--- config.mk ---
export PLATFORM = sky130hd
export DESIGN_NAME = uart_serial_dev
export DESIGN_NICKNAME = d
export VERILOG_FILES = /design/src/rtl/uart_serial_dev.sv
export SDC_FILE = /design/constraint.sdc
export NUM_CORES = 1
export LEC_CHECK = 0
export ABC_AREA = 1
export BUFFER_PORTS_ARGS = -buffer_cell sky130_fd_sc_hd__buf_2
export CORE_MARGIN = 2
export CORE_UTILIZATION = 40
export CTS_CLUSTER_DIAMETER = 80
export DETAILED_ROUTE_END_ITERATION = 10
export SYNTH_ARGS = -nofsm -noshare
export SYNTH_HDL_FRONTEND = slang
export SYNTH_SLANG_ARGS = --single-unit
--- constraint.sdc ---
create_clock -name clk_i -period 2.1 [get_ports clk_i]
set_input_delay 0.42 -clock clk_i [delete_from_list [all_inputs] [get_ports clk_i]]
set_output_delay 0.42 -clock clk_i [all_outputs]
set_load 0.02 [all_outputs]
--- src/rtl/uart_serial_dev.sv ---
// Device-side 8N1/8E1/8O1/8x2 UART with 16x oversampling and valid/ready byte ports.
// TX uses a prescaler restarted on accept; RX uses a free-running prescaler.
module uart_serial_dev #(
  parameter int DIV_WIDTH = 16
) (
  input  logic                 clk_i,
  input  logic                 rst_n_i,
  input  logic [DIV_WIDTH-1:0] clkdiv_i,
  input  logic                 parity_en_i,
  input  logic                 parity_odd_i,
  input  logic                 two_stop_i,
  input  logic [7:0]           tx_data_i,
  input  logic                 tx_valid_i,
  output logic                 tx_ready_o,
  output logic                 tx_busy_o,
  output logic [7:0]           rx_data_o,
  output logic                 rx_valid_o,
  input  logic                 rx_ready_i,
  output logic                 rx_frame_err_o,
  output logic                 rx_parity_err_o,
  output logic                 rx_overrun_o,
  input  logic                 err_clr_i,
  output logic                 rx_busy_o,
  output logic                 stx_pad_o,
  input  logic                 srx_pad_i
);

  typedef enum logic [2:0] {T_IDLE, T_START, T_DATA, T_PAR, T_STOP} tx_state_t;
  typedef enum logic [2:0] {R_IDLE, R_START, R_DATA, R_PAR, R_STOP} rx_state_t;

  // ---------------- transmitter ----------------
  tx_state_t            tx_st, tx_nx;
  logic [DIV_WIDTH-1:0] tx_pre;
  logic [3:0]           tx_tcnt;
  logic [2:0]           tx_bit, tx_bit_nx;
  logic [7:0]           tx_sh;
  logic                 tx_pen, tx_podd, tx_two, tx_stop2;
  logic                 tx_tick, tx_bit_end, tx_accept, tx_line;

  assign tx_ready_o = (tx_st == T_IDLE);
  assign tx_busy_o  = ~tx_ready_o;
  assign tx_accept  = tx_valid_i & tx_ready_o;
  assign tx_tick    = (tx_pre == clkdiv_i);
  assign tx_bit_end = tx_tick & (tx_tcnt == 4'd15);

  always_comb begin
    tx_nx     = tx_st;
    tx_bit_nx = tx_bit;
    tx_line   = 1'b1;
    case (tx_st)
      T_IDLE:  if (tx_accept) begin
                 tx_nx     = T_START;
                 tx_bit_nx = 3'd0;
               end
      T_START: if (tx_bit_end) tx_nx = T_DATA;
      T_DATA:  if (tx_bit_end) begin
                 tx_bit_nx = tx_bit + 3'd1;
                 if (tx_bit == 3'd7) tx_nx = tx_pen ? T_PAR : T_STOP;
               end
      T_PAR:   if (tx_bit_end) tx_nx = T_STOP;
      T_STOP:  if (tx_bit_end && (!tx_two || tx_stop2)) tx_nx = T_IDLE;
      default: tx_nx = T_IDLE;
    endcase
    // pad is registered from the next state so it never glitches
    case (tx_nx)
      T_START: tx_line = 1'b0;
      T_DATA:  tx_line = tx_sh[tx_bit_nx];
      T_PAR:   tx_line = (^tx_sh) ^ tx_podd;
      default: tx_line = 1'b1;
    endcase
  end

  always_ff @(posedge clk_i) begin
    if (!rst_n_i) begin
      tx_st     <= T_IDLE;
      tx_pre    <= '0;
      tx_tcnt   <= '0;
      tx_bit    <= '0;
      tx_sh     <= '0;
      tx_pen    <= 1'b0;
      tx_podd   <= 1'b0;
      tx_two    <= 1'b0;
      tx_stop2  <= 1'b0;
      stx_pad_o <= 1'b1;
    end else begin
      tx_st     <= tx_nx;
      tx_bit    <= tx_bit_nx;
      stx_pad_o <= tx_line;
      if (tx_accept) begin
        tx_pre   <= '0;
        tx_tcnt  <= '0;
        tx_sh    <= tx_data_i;
        tx_pen   <= parity_en_i;
        tx_podd  <= parity_odd_i;
        tx_two   <= two_stop_i;
        tx_stop2 <= 1'b0;
      end else if (tx_st != T_IDLE) begin
        tx_pre <= tx_tick ? '0 : tx_pre + 1'b1;
        if (tx_tick) tx_tcnt <= tx_tcnt + 4'd1;
        if (tx_bit_end && tx_st == T_STOP) tx_stop2 <= 1'b1;
      end
    end
  end

  // ---------------- receiver ----------------
  rx_state_t            rx_st, rx_nx;
  logic [DIV_WIDTH-1:0] rx_pre;
  logic [3:0]           rx_tcnt;
  logic [2:0]           rx_bit;
  logic [7:0]           rx_sh;
  logic                 rx_s1, rx_s2, rx_par;
  logic                 rx_tick, rx_mid, rx_done, rx_consume;

  assign rx_busy_o  = (rx_st != R_IDLE);
  assign rx_tick    = (rx_pre == clkdiv_i);
  assign rx_mid     = rx_tick & (rx_tcnt == 4'd15);
  assign rx_consume = rx_valid_o & rx_ready_i;

  always_comb begin
    rx_nx   = rx_st;
    rx_done = 1'b0;
    case (rx_st)
      R_IDLE:  if (rx_tick && !rx_s2) rx_nx = R_START;
      R_START: if (rx_tick && rx_tcnt == 4'd7) rx_nx = rx_s2 ? R_IDLE : R_DATA;
      R_DATA:  if (rx_mid && rx_bit == 3'd7) rx_nx = parity_en_i ? R_PAR : R_STOP;
      R_PAR:   if (rx_mid) rx_nx = R_STOP;
      R_STOP:  if (rx_mid) begin
                 rx_nx   = R_IDLE;
                 rx_done = 1'b1;
               end
      default: rx_nx = R_IDLE;
    endcase
  end

  always_ff @(posedge clk_i) begin
    if (!rst_n_i) begin
      rx_s1           <= 1'b1;
      rx_s2           <= 1'b1;
      rx_st           <= R_IDLE;
      rx_pre          <= '0;
      rx_tcnt         <= '0;
      rx_bit          <= '0;
      rx_sh           <= '0;
      rx_par          <= 1'b0;
      rx_data_o       <= '0;
      rx_valid_o      <= 1'b0;
      rx_frame_err_o  <= 1'b0;
      rx_parity_err_o <= 1'b0;
      rx_overrun_o    <= 1'b0;
    end else begin
      rx_s1  <= srx_pad_i;
      rx_s2  <= rx_s1;
      rx_st  <= rx_nx;
      rx_pre <= rx_tick ? '0 : rx_pre + 1'b1;
      if (rx_tick) begin
        // count restarts at mid start bit so each later sample lands 16 ticks on
        if (rx_st == R_IDLE || (rx_st == R_START && rx_tcnt == 4'd7)) rx_tcnt <= '0;
        else rx_tcnt <= rx_tcnt + 4'd1;
        if (rx_st == R_START) rx_bit <= '0;
        if (rx_st == R_DATA && rx_tcnt == 4'd15) begin
          rx_sh  <= {rx_s2, rx_sh[7:1]};
          rx_bit <= rx_bit + 3'd1;
        end
        if (rx_st == R_PAR && rx_tcnt == 4'd15) rx_par <= rx_s2;
      end
      if (rx_done) begin
        rx_data_o       <= rx_sh;
        rx_valid_o      <= 1'b1;
        rx_frame_err_o  <= ~rx_s2;
        rx_parity_err_o <= parity_en_i & (rx_par != ((^rx_sh) ^ parity_odd_i));
      end else if (rx_consume) begin
        rx_valid_o      <= 1'b0;
        rx_frame_err_o  <= 1'b0;
        rx_parity_err_o <= 1'b0;
      end
      if (rx_done && rx_valid_o && !rx_ready_i) rx_overrun_o <= 1'b1;
      else if (err_clr_i) rx_overrun_o <= 1'b0;
    end
  end

endmodule

==> impl_metrics.toml, run 1 <==
[global_routing]
grt_max_degree = 32
track_usage_pct = 18.7
grt_first_pass_wirelength_um = 19300
antenna_found_initial = 0
gr-total-overflow = 0
grt_pass1_vias = 4194

[setup_path]
crit_type = "reg2reg"
worstPathRequired_ns = 2.35
end_kind = "flip-flop"
critPathMaxFanout = 6
startpoint_type = "flip-flop"
cp_data_arrival_time_ns = 2.23

[final_layout]
drive_gt1_share_pct = 20.6
design_area_um2 = 5810
synthToLayoutAreaGrowth_pct = 22.0
finalNonFillerCells = 926
antenna_cells = 0
n_fill_cell = 1147
multi_input_comb_area_um2 = 2590
seqCellArea_um2 = 1790
finalNetCount = 819

[sta]
final-max-slew-violation-count = 0
hold_viol = 0
slew_headroom_pct = 65.3
tightestPinTransition_ns = 0.516
period_share_pct = 94.4
min_period_ns = 1.98
setup_viol = 0
grt_setup_unrepaired = "yes"
max_freq_ghz = 0.505
setup_tns_ns = 0
whs_ns = 0.249
fin_skew_ns = 0.00914

[yosys]
synth_area_per_cell_um2 = 6.87
ys_warn_count = 0
synth_seq_cells = 88
yosysUniqueCellTypes = 43
syn_nets = 734
netlist_area_um2 = 4760
yosys_most_used_dff = "dfxtp_1"
netlist_instances = 693
async_flop_share_pct = 0
synth_edf_count = 0
ys_seq_area_share_pct = 37.0

[pwr]
p_total_mw = 4.06
peakVddDrop_v = 0.000689
power_density_nw_per_um2 = 699
cellLeakagePower_nw = 2.55

[min_path]
hold_path.class = "in2reg"

[placement]
dp_cells = 904
gp_congestion = 0.812
place_area_um2 = 5390
portBuffers = 48
dp_hpwl_um = 8680

[detailed_routing]
drtAntennaViolNets = 0
avgViaCountPerCell = 4.85
first_iter_violations = 236
via_count = 4495
wire_per_inst_um = 12.2
routed_wl_um = 11300
drc = 2
firstDrtPassIters = 7

[die]
die_w_um = 113
start_util_pct = 41.3
die_area_um2 = 12800
row_count = 39
core_area_um2 = 11500
num_io_pins = 49
die_height_um = 113

[clock_tree]
cts-buffers-inserted = 9
clock_insertion_delay_worst_skew_ns = 0.35
cts.sinks = 88
cts_tree = "done"
clkSlewWorstSetupHoldPaths_ns = 0.07
cts_root_buffer = "clkbuf_16"
cts_max_level = 3
cts_buffer_depth = 2

[status]
violations = "DRC"
status = "complete, but fails checks"

[flow_run]
drv_cap = 0
cells by family after synthesis:
| logic type | count (synthesis) | synth area share, % |
|---|---|---|
| compound gates | 108 | 12.2 |
| xor+xnor | 37 | 6.81 |
| fa+ha+maj | 8 | 2.10 |
| buf+inv | 117 | 9.88 |
| flops | 88 | 37.0 |
| simple gates | 335 | 32.0 |
cells in the mapped netlist, types with 2 or more instances:
cell type / number / area (um^2)
nand2_1: 152 / 571
inv_1: 98 / 368
dfxtp_1: 88 / 1760
nor2_1: 88 / 330
a21oi_1: 48 / 240
o21ai_0: 44 / 220
nand3_1: 25 / 125
xnor2_1: 23 / 201
nor3_1: 20 / 100
xor2_1: 14 / 123
nand4_1: 12 / 75.1
ha_1: 8 / 100
inv_2: 7 / 26.3
nor3_2: 7 / 70.1
nor2_4: 6 / 67.6
nor2_2: 5 / 31.3
o21a_1: 5 / 37.5
clkbuf_1: 4 / 15.0
nand2_2: 4 / 25.0
a211oi_1: 3 / 22.5
nor3b_1: 3 / 22.5
and3_1: 2 / 12.5
buf_2: 2 / 10.0
buf_6: 2 / 22.5
nor4_1: 2 / 12.5
nor4_2: 2 / 25.0
or2_0: 2 / 12.5
or2_2: 2 / 12.5
flip-flops by register name (all words and copies together), names as in the netlist, 3 cells and up:
name,cells
tx_bit,3
rx_pre,16
rx_sh,8
tx_st,3
tx_tcnt,4
rx_tcnt,4
rx_st,3
rx_bit,3
tx_pre,16
tx_sh,8
rx_data_o,8
final timing paths:
path / start / endpoint / slack, ns / depth (start not counted)
max: rx_pre[14]$_SDFF_PP0_ / rx_frame_err_o$_SDFFE_PN0P_ / 0.12 / 11
min: srx_pad_i / rx_s1$_SDFF_PN1_ / 0.25 / 2
max reg2reg: rx_pre[14]$_SDFF_PP0_ / rx_frame_err_o$_SDFFE_PN0P_ / 0.12 / 11
min reg2reg: rx_s1$_SDFF_PN1_ / rx_s2$_SDFF_PN1_ / 0.41 / 1
layer usage:
metal	up-vias	global-route usage, %	share of wire (%)
li1	2381	-	-
met1	2036	25.2	49
met2	67	29.9	46
met3	11	3.70	3.3
met4	0	6.83	1.7
met5	-	0	0
where the power goes:
| group | internal, mW | switching [mW] |
|---|---|---|
| Sequential | 1.73 | 0.0572 |
| Clock | 0.819 | 0.731 |
| Combinational | 0.281 | 0.450 |
| Total | 2.83 | 1.24 |
repair_timing:
action	in CTS	in global routing
setup endpoints to repair	0	40
setup buffers	0	6
hold buffers	0	0
gates resized for setup	0	34
worst max-delay path, cell delays in order, from the launching register on:
cell	delay (ns)
dfxtp_1	0.42
xnor2_1	0.14
nand2_1	0.09
nor4_2	0.29
nand2_2	0.16
nor2_4	0.18
nand2_4	0.09
nor2_4	0.20
buf_6	0.12
a21oi_1	0.05
nand2_1	0.07
a21oi_1	0.06
through the flow:
stage                     worst slack, ns  utilization, %
final                               0.118            50.4
after global routing              -0.0628            50.4
after CTS                          0.0675            49.3
after detailed placement          -0.0737            46.8
after global placement            -0.0464            46.8
after floorplan                     0.259               -
cells in the final DEF, fill, tap and decap left out, types with 3 or more instances in the layout:
cell type	count
dfxtp_4	3
nor3_1	18
ha_1	8
nor3b_1	3
buf_12	4
clkbuf_16	9
xnor2_1	23
nand2_2	4
nor2_2	6
xor2_1	14
nand4_1	12
nor3_2	9
buf_4	31
o21a_1	5
nor2_4	8
inv_2	10
dfxtp_1	75
a211oi_1	3
o21ai_0	43
inv_1	95
dfxtp_2	10
nand3_1	25
nand2_1	152
nor2_1	85
a21oi_1	47
buf_2	48
area by class of cell:
class | count | area share, %
Timing Repair Buffer | 85 | 9.91
Clock buffer | 10 | 3.94
Inverter | 106 | 6.89
Multi-Input combinational cell | 488 | 44.5
Clock inverter | 6 | 0.905
Tap cell | 143 | 3.08
Sequential cell | 88 | 30.7
Power figures use the tool's default switching activity.
==> run 2, diff against run 1 <==
==> constraint.sdc (replaced) <==
create_clock -name clk_i -period 1.6 [get_ports clk_i]
set_input_delay 0.32 -clock clk_i [delete_from_list [all_inputs] [get_ports clk_i]]
set_output_delay 0.32 -clock clk_i [all_outputs]
set_load 0.02 [all_outputs]
==> impl_metrics.toml, run 2 (synthesis results as in run 1) <==
[sta]
period_share_pct = 117
slew_headroom_pct = 64.7
worst_slack_ns = -0.270
max_freq_ghz = 0.535
whs_ns = 0.144
setup_viol = 73
min_period_ns = 1.87
fin_skew_ns = 0.00787
tightestPinTransition_ns = 0.525
grt_setup_unrepaired = "yes"
final-max-slew-violation-count = 0
hold_viol = 0

[pwr]
power_density_nw_per_um2 = 776
peakVddDrop_v = 0.00107
combPwrFrac_pct = 22.6
cellLeakagePower_nw = 3.34
pwr-share-seq_pct = 40.9
swShare_pct = 32.1
clkPwrFrac_pct = 36.4
p_int_mw = 3.91
power_switching_mw = 1.84

[detailed_routing]
first_iter_violations = 211
firstDrtPassIters = 7
drc = 1
wire_per_inst_um = 13.2
avgViaCountPerCell = 4.92
via_count = 5068
routed_wl_um = 13600
drtAntennaViolNets = 0

[final_layout]
layout_common_cells = "nand2_1 (122), buf_4 (107), inv_1 (73), nor2_1 (61), dfxtp_1 (56)"
drive_gt1_share_pct = 49.2
synthToLayoutAreaGrowth_pct = 55.8
reg.largest.list = "rx_pre: 16 flops, tx_pre: 16 flops"
antenna_cells = 0
finalNetCount = 924
final_common_cell = "nand2_1"

[clock_tree]
cts_buffer_depth = 2
clkSlewWorstSetupHoldPaths_ns = 0.07
cts_root_buffer = "clkbuf_16"
cts_max_level = 3
cts_tree = "done"
cts-buffers-inserted = 9
ctsHoldBuffers = 0
cts.sinks = 88
clock_insertion_delay_worst_skew_ns = 0.36

[setup_path]
cp_data_arrival_time_ns = 2.13
rrSetupSlack_ns = -0.27
end_kind = "flip-flop"
worstPathRequired_ns = 1.86
startpoint_type = "flip-flop"
critPathMaxFanout = 7
crit_type = "reg2reg"

[die]
num_io_pins = 49
core_area_um2 = 11500
die_height_um = 113
die_area_um2 = 12800
row_count = 39
die_w_um = 113
start_util_pct = 41.3

[placement]
dp_hpwl_um = 9260
gp_congestion = 0.851
post-place-ws_ns = -0.410
portBuffers = 48

[global_routing]
antenna_found_initial = 0
gr-total-overflow = 0
track_usage_pct = 20.8
grt_max_degree = 29
grt_first_pass_wirelength_um = 21600
grt_pass1_vias = 4902

[status]
status = "complete, but fails checks"
violations = "DRC, setup timing"

[flow_run]
drv_cap = 0

[min_path]
hold_path.class = "in2reg"
==> run 2: cell types whose count changed in the layout (fill, tap and decap cells not counted), moves of 20 or more <==
cell,previous run,this run
nand2_2,4,32
buf_6,2,32
nand2_1,152,122
o21ai_0,43,14
a21oi_2,2,22
buf_4,31,107
nor2_1,85,61
a21oi_1,47,26
inv_1,95,73
==> run 2: path summary, 6_finish.rpt <==
path | start | end | cells past startpoint
max reg2reg | tx_pre[10]$_SDFFE_PP0N_ | stx_pad_o$_SDFF_PN1_ | 15
min | srx_pad_i | rx_s1$_SDFF_PN1_ | 2
min reg2reg | rx_s1$_SDFF_PN1_ | rx_s2$_SDFF_PN1_ | 1
max | tx_pre[10]$_SDFFE_PP0N_ | stx_pad_o$_SDFF_PN1_ | 15
==> run 2: cell type report <==
cell class | count | area, um^2
Timing Repair Buffer | 190 | 1480
Fill cell | 965 | 4100
Inverter | 106 | 423
Clock buffer | 9 | 225
Multi-Input combinational cell | 488 | 3220
Sequential cell | 88 | 1820
Clock inverter | 7 | 62.6
Tap cell | 143 | 179
==> run 2: metrics by stage <==
stage	std cells	utilization (%)	power (mW)	cell area (um^2)	setup TNS (ns)
2_1_floorplan	693	-	3.11	4830	-3.41
3_3_place_gp	979	51.9	3.40	5970	-19.62
3_5_place_dp	979	51.9	3.42	5970	-20.80
4_1_cts	1015	59.7	5.69	6880	-9.91
5_1_grt	1031	64.4	6.03	7420	-20.48
6_report	1031	64.4	5.75	7420	-11.40
==> run 2: critical path, cell delays in order (launching register included) <==
cell     delay, ns
dfxtp_4       0.38
inv_2         0.04
nand2_2       0.05
nand2_2       0.06
nor2_2        0.12
nand2_2       0.10
nor2_4        0.16
nand3_4       0.16
nand2_2       0.11
nand3_2       0.08
a21oi_2       0.18
nand2_1       0.07
nand3_1       0.09
nand3_1       0.07
nand2_1       0.07
nand2_1       0.05
==> run 2: power by group through the flow <==
stage | clock network (mW) | logic [mW] | registers [mW]
after CTS | 2.14 | 1.19 | 2.36
final | 2.10 | 1.30 | 2.36
after global placement | 0 | 1.01 | 2.39
after floorplan | 0 | 0.731 | 2.38
after global routing | 2.22 | 1.44 | 2.37
after detailed placement | 0 | 1.03 | 2.39
==> run 2: layer usage <==
layer | vias to the layer above | GRT usage (%) | wire [um]
met5 | - | 0 | 0
met4 | 0 | 10.7 | 484
met3 | 40 | 3.32 | 410
met2 | 91 | 36.0 | 6670
met1 | 2338 | 25.0 | 6060
li1 | 2599 | - | -
==> run 2: timing repair <==
| item | CTS | global route |
|---|---|---|
| pin swaps | 51 | 66 |
| gates resized for setup | 136 | 141 |
| buffers inserted | 23 | 22 |
| setup endpoints to repair | 82 | 86 |
| gates cloned | 1 | 0 |
==> run 3, diff against run 2 <==
--- a/config.mk
+++ b/config.mk
@@ -8,9 +8,11 @@
 export ABC_AREA = 1
 export BUFFER_PORTS_ARGS = -buffer_cell sky130_fd_sc_hd__buf_2
 export CORE_MARGIN = 2
-export CORE_UTILIZATION = 40
+export CORE_UTILIZATION = 53
+export CTS_BUF_LIST = sky130_fd_sc_hd__clkbuf_4 sky130_fd_sc_hd__clkbuf_8 sky130_fd_sc_hd__clkbuf_16
 export CTS_CLUSTER_DIAMETER = 80
 export DETAILED_ROUTE_END_ITERATION = 10
+export PLACE_DENSITY = 0.76
 export SYNTH_ARGS = -nofsm -noshare
 export SYNTH_HDL_FRONTEND = slang
 export SYNTH_SLANG_ARGS = --single-unit
==> impl_metrics.toml, run 3 (synthesis results as in run 1) <==
[die]
core_area_um2 = 8720
die_height_um = 98.8
start_util_pct = 54.6
row_count = 34
die_area_um2 = 9750
num_io_pins = 49
die_w_um = 98.8

[sta]
max_freq_ghz = 0.463
fin_skew_ns = 0.0164
min_period_ns = 2.16
slew_headroom_pct = 50.4
whs_ns = 0.113
worst_slack_ns = -0.559
final-max-slew-violation-count = 0
hold_viol = 0
grt_setup_unrepaired = "yes"
tightestPinTransition_ns = 0.738
setup_viol = 79
period_share_pct = 135
setup_tns_ns = -29.71

[status]
status = "complete, but fails checks"
violations = "setup timing"

[clock_tree]
clock_insertion_delay_worst_skew_ns = 0.39
cts_buffer_depth = 2
cts_root_buffer = "clkbuf_8"
clkSlewWorstSetupHoldPaths_ns = 0.12
cts-buffers-inserted = 9
cts_tree = "done"
cts_max_level = 3
cts.sinks = 88

[flow_run]
drv_cap = 0

[final_layout]
layout_common_cells = "buf_4 (128), nand2_1 (111), inv_1 (67), nor2_1 (57), dfxtp_1 (53)"
seqCellArea_um2 = 1830
design_area_um2 = 7740
finalNetCount = 952
final_common_cell = "buf_4"
synthToLayoutAreaGrowth_pct = 62.7
final_core_util_pct = 88.8
finalNonFillerCells = 1024
antenna_cells = 0
reg.largest.list = "rx_pre: 16 flops, tx_pre: 16 flops"
n_fill_cell = 361
multi_input_comb_area_um2 = 3420
drive_gt1_share_pct = 54.6

[pwr]
power_density_nw_per_um2 = 728
p_total_mw = 5.64
peakVddDrop_v = 0.00105
cellLeakagePower_nw = 3.55

[placement]
portBuffers = 48
place_area_um2 = 5920
dp_cells = 943
post-place-ws_ns = -0.421
dp_hpwl_um = 9320
gp_congestion = 0.882

[setup_path]
r2r_cells = 14
r2r-start = "tx_pre[6]$_SDFFE_PP0N_"
crit_type = "reg2reg"
worstPathRequired_ns = 1.89
critPathMaxFanout = 6
startpoint_type = "flip-flop"
r2r-end = "stx_pad_o$_SDFF_PN1_"
rrSetupSlack_ns = -0.56
cp_data_arrival_time_ns = 2.45
end_kind = "flip-flop"

[detailed_routing]
drc = 0
routed_wl_um = 22500
wire_per_inst_um = 21.9
firstDrtPassIters = 7
drtAntennaViolNets = 0
avgViaCountPerCell = 6.22
first_iter_violations = 647
via_count = 6371

[global_routing]
grt_pass1_vias = 5729
antenna_found_initial = 0
gr-total-overflow = 0
grt_max_degree = 29
track_usage_pct = 33.6
grt_first_pass_wirelength_um = 26600

[min_path]
min-delay-start = "srx_pad_i"
whs_endpoint = "rx_s1$_SDFF_PN1_"
hold_path.class = "in2reg"
hold_depth = 2
## run 3: worst max-delay path by stage
| stage | start | end | slack (ns) | depth (start not counted) |
|---|---|---|---|---|
| 5_1_grt | rx_pre[0]$_SDFF_PP0_ | rx_pre[15]$_SDFF_PP0_ | -0.62 | 13 |
| 2_1_floorplan | tx_st[0]$_SDFF_PN0_ | stx_pad_o$_SDFF_PN1_ | -0.19 | 16 |
| 4_1_cts | rx_pre[0]$_SDFF_PP0_ | rx_data_o[2]$_SDFFE_PN0P_ | -0.29 | 11 |
| 3_3_place_gp | clkdiv_i[5] | rx_st[0]$_SDFFE_PN0P_ | -0.33 | 12 |
| 6_report | tx_pre[6]$_SDFFE_PP0N_ | stx_pad_o$_SDFF_PN1_ | -0.56 | 14 |
| 3_5_place_dp | clkdiv_i[15] | rx_st[1]$_SDFFE_PN0P_ | -0.42 | 12 |
## run 3: critical path: stages (launching register included)
cell and delay, ns:
dfxtp_4 0.40, nand2_1 0.12, nand2_1 0.08, nor2_1 0.17, nand2_1 0.11, nor2_4 0.21, nand3_4 0.17, nand2_2 0.13
nand3_2 0.11, a21oi_2 0.19, nand2_1 0.08, nand3_1 0.09, nand3_1 0.08, nand2_1 0.06, nand2_1 0.05
## run 3: area by class of cell
| type | count | share of cell area, % |
|---|---|---|
| timing repair buffer | 218 | 22.2 |
| multi-input combinational | 488 | 44.2 |
| inverter | 106 | 5.56 |
| clock inverter | 7 | 1.15 |
| sequential | 88 | 23.6 |
| tap | 108 | 1.75 |
| clock buffer | 9 | 1.60 |
## run 3: what timing repair did
action	in CTS	in global routing
resized for setup	165	176
hold buffers	0	0
endpoints found under the setup margin	77	83
buffers inserted	38	33
pin swaps	71	93
gates cloned	1	0
## run 3: report_power, final
group          switching, mW  internal (mW)  leakage, nW
logic                  0.959          0.611         2.71
registers              0.115           2.26        0.734
clock network           1.06          0.635        0.106
## run 3: metal layers
metal	wire length, um	share of wire [%]	GRT usage (%)
met3	2140	9.5	7.45
met2	10700	48	59.4
met1	7460	33	38.4
met5	0	0	0
met4	2190	9.7	15.6
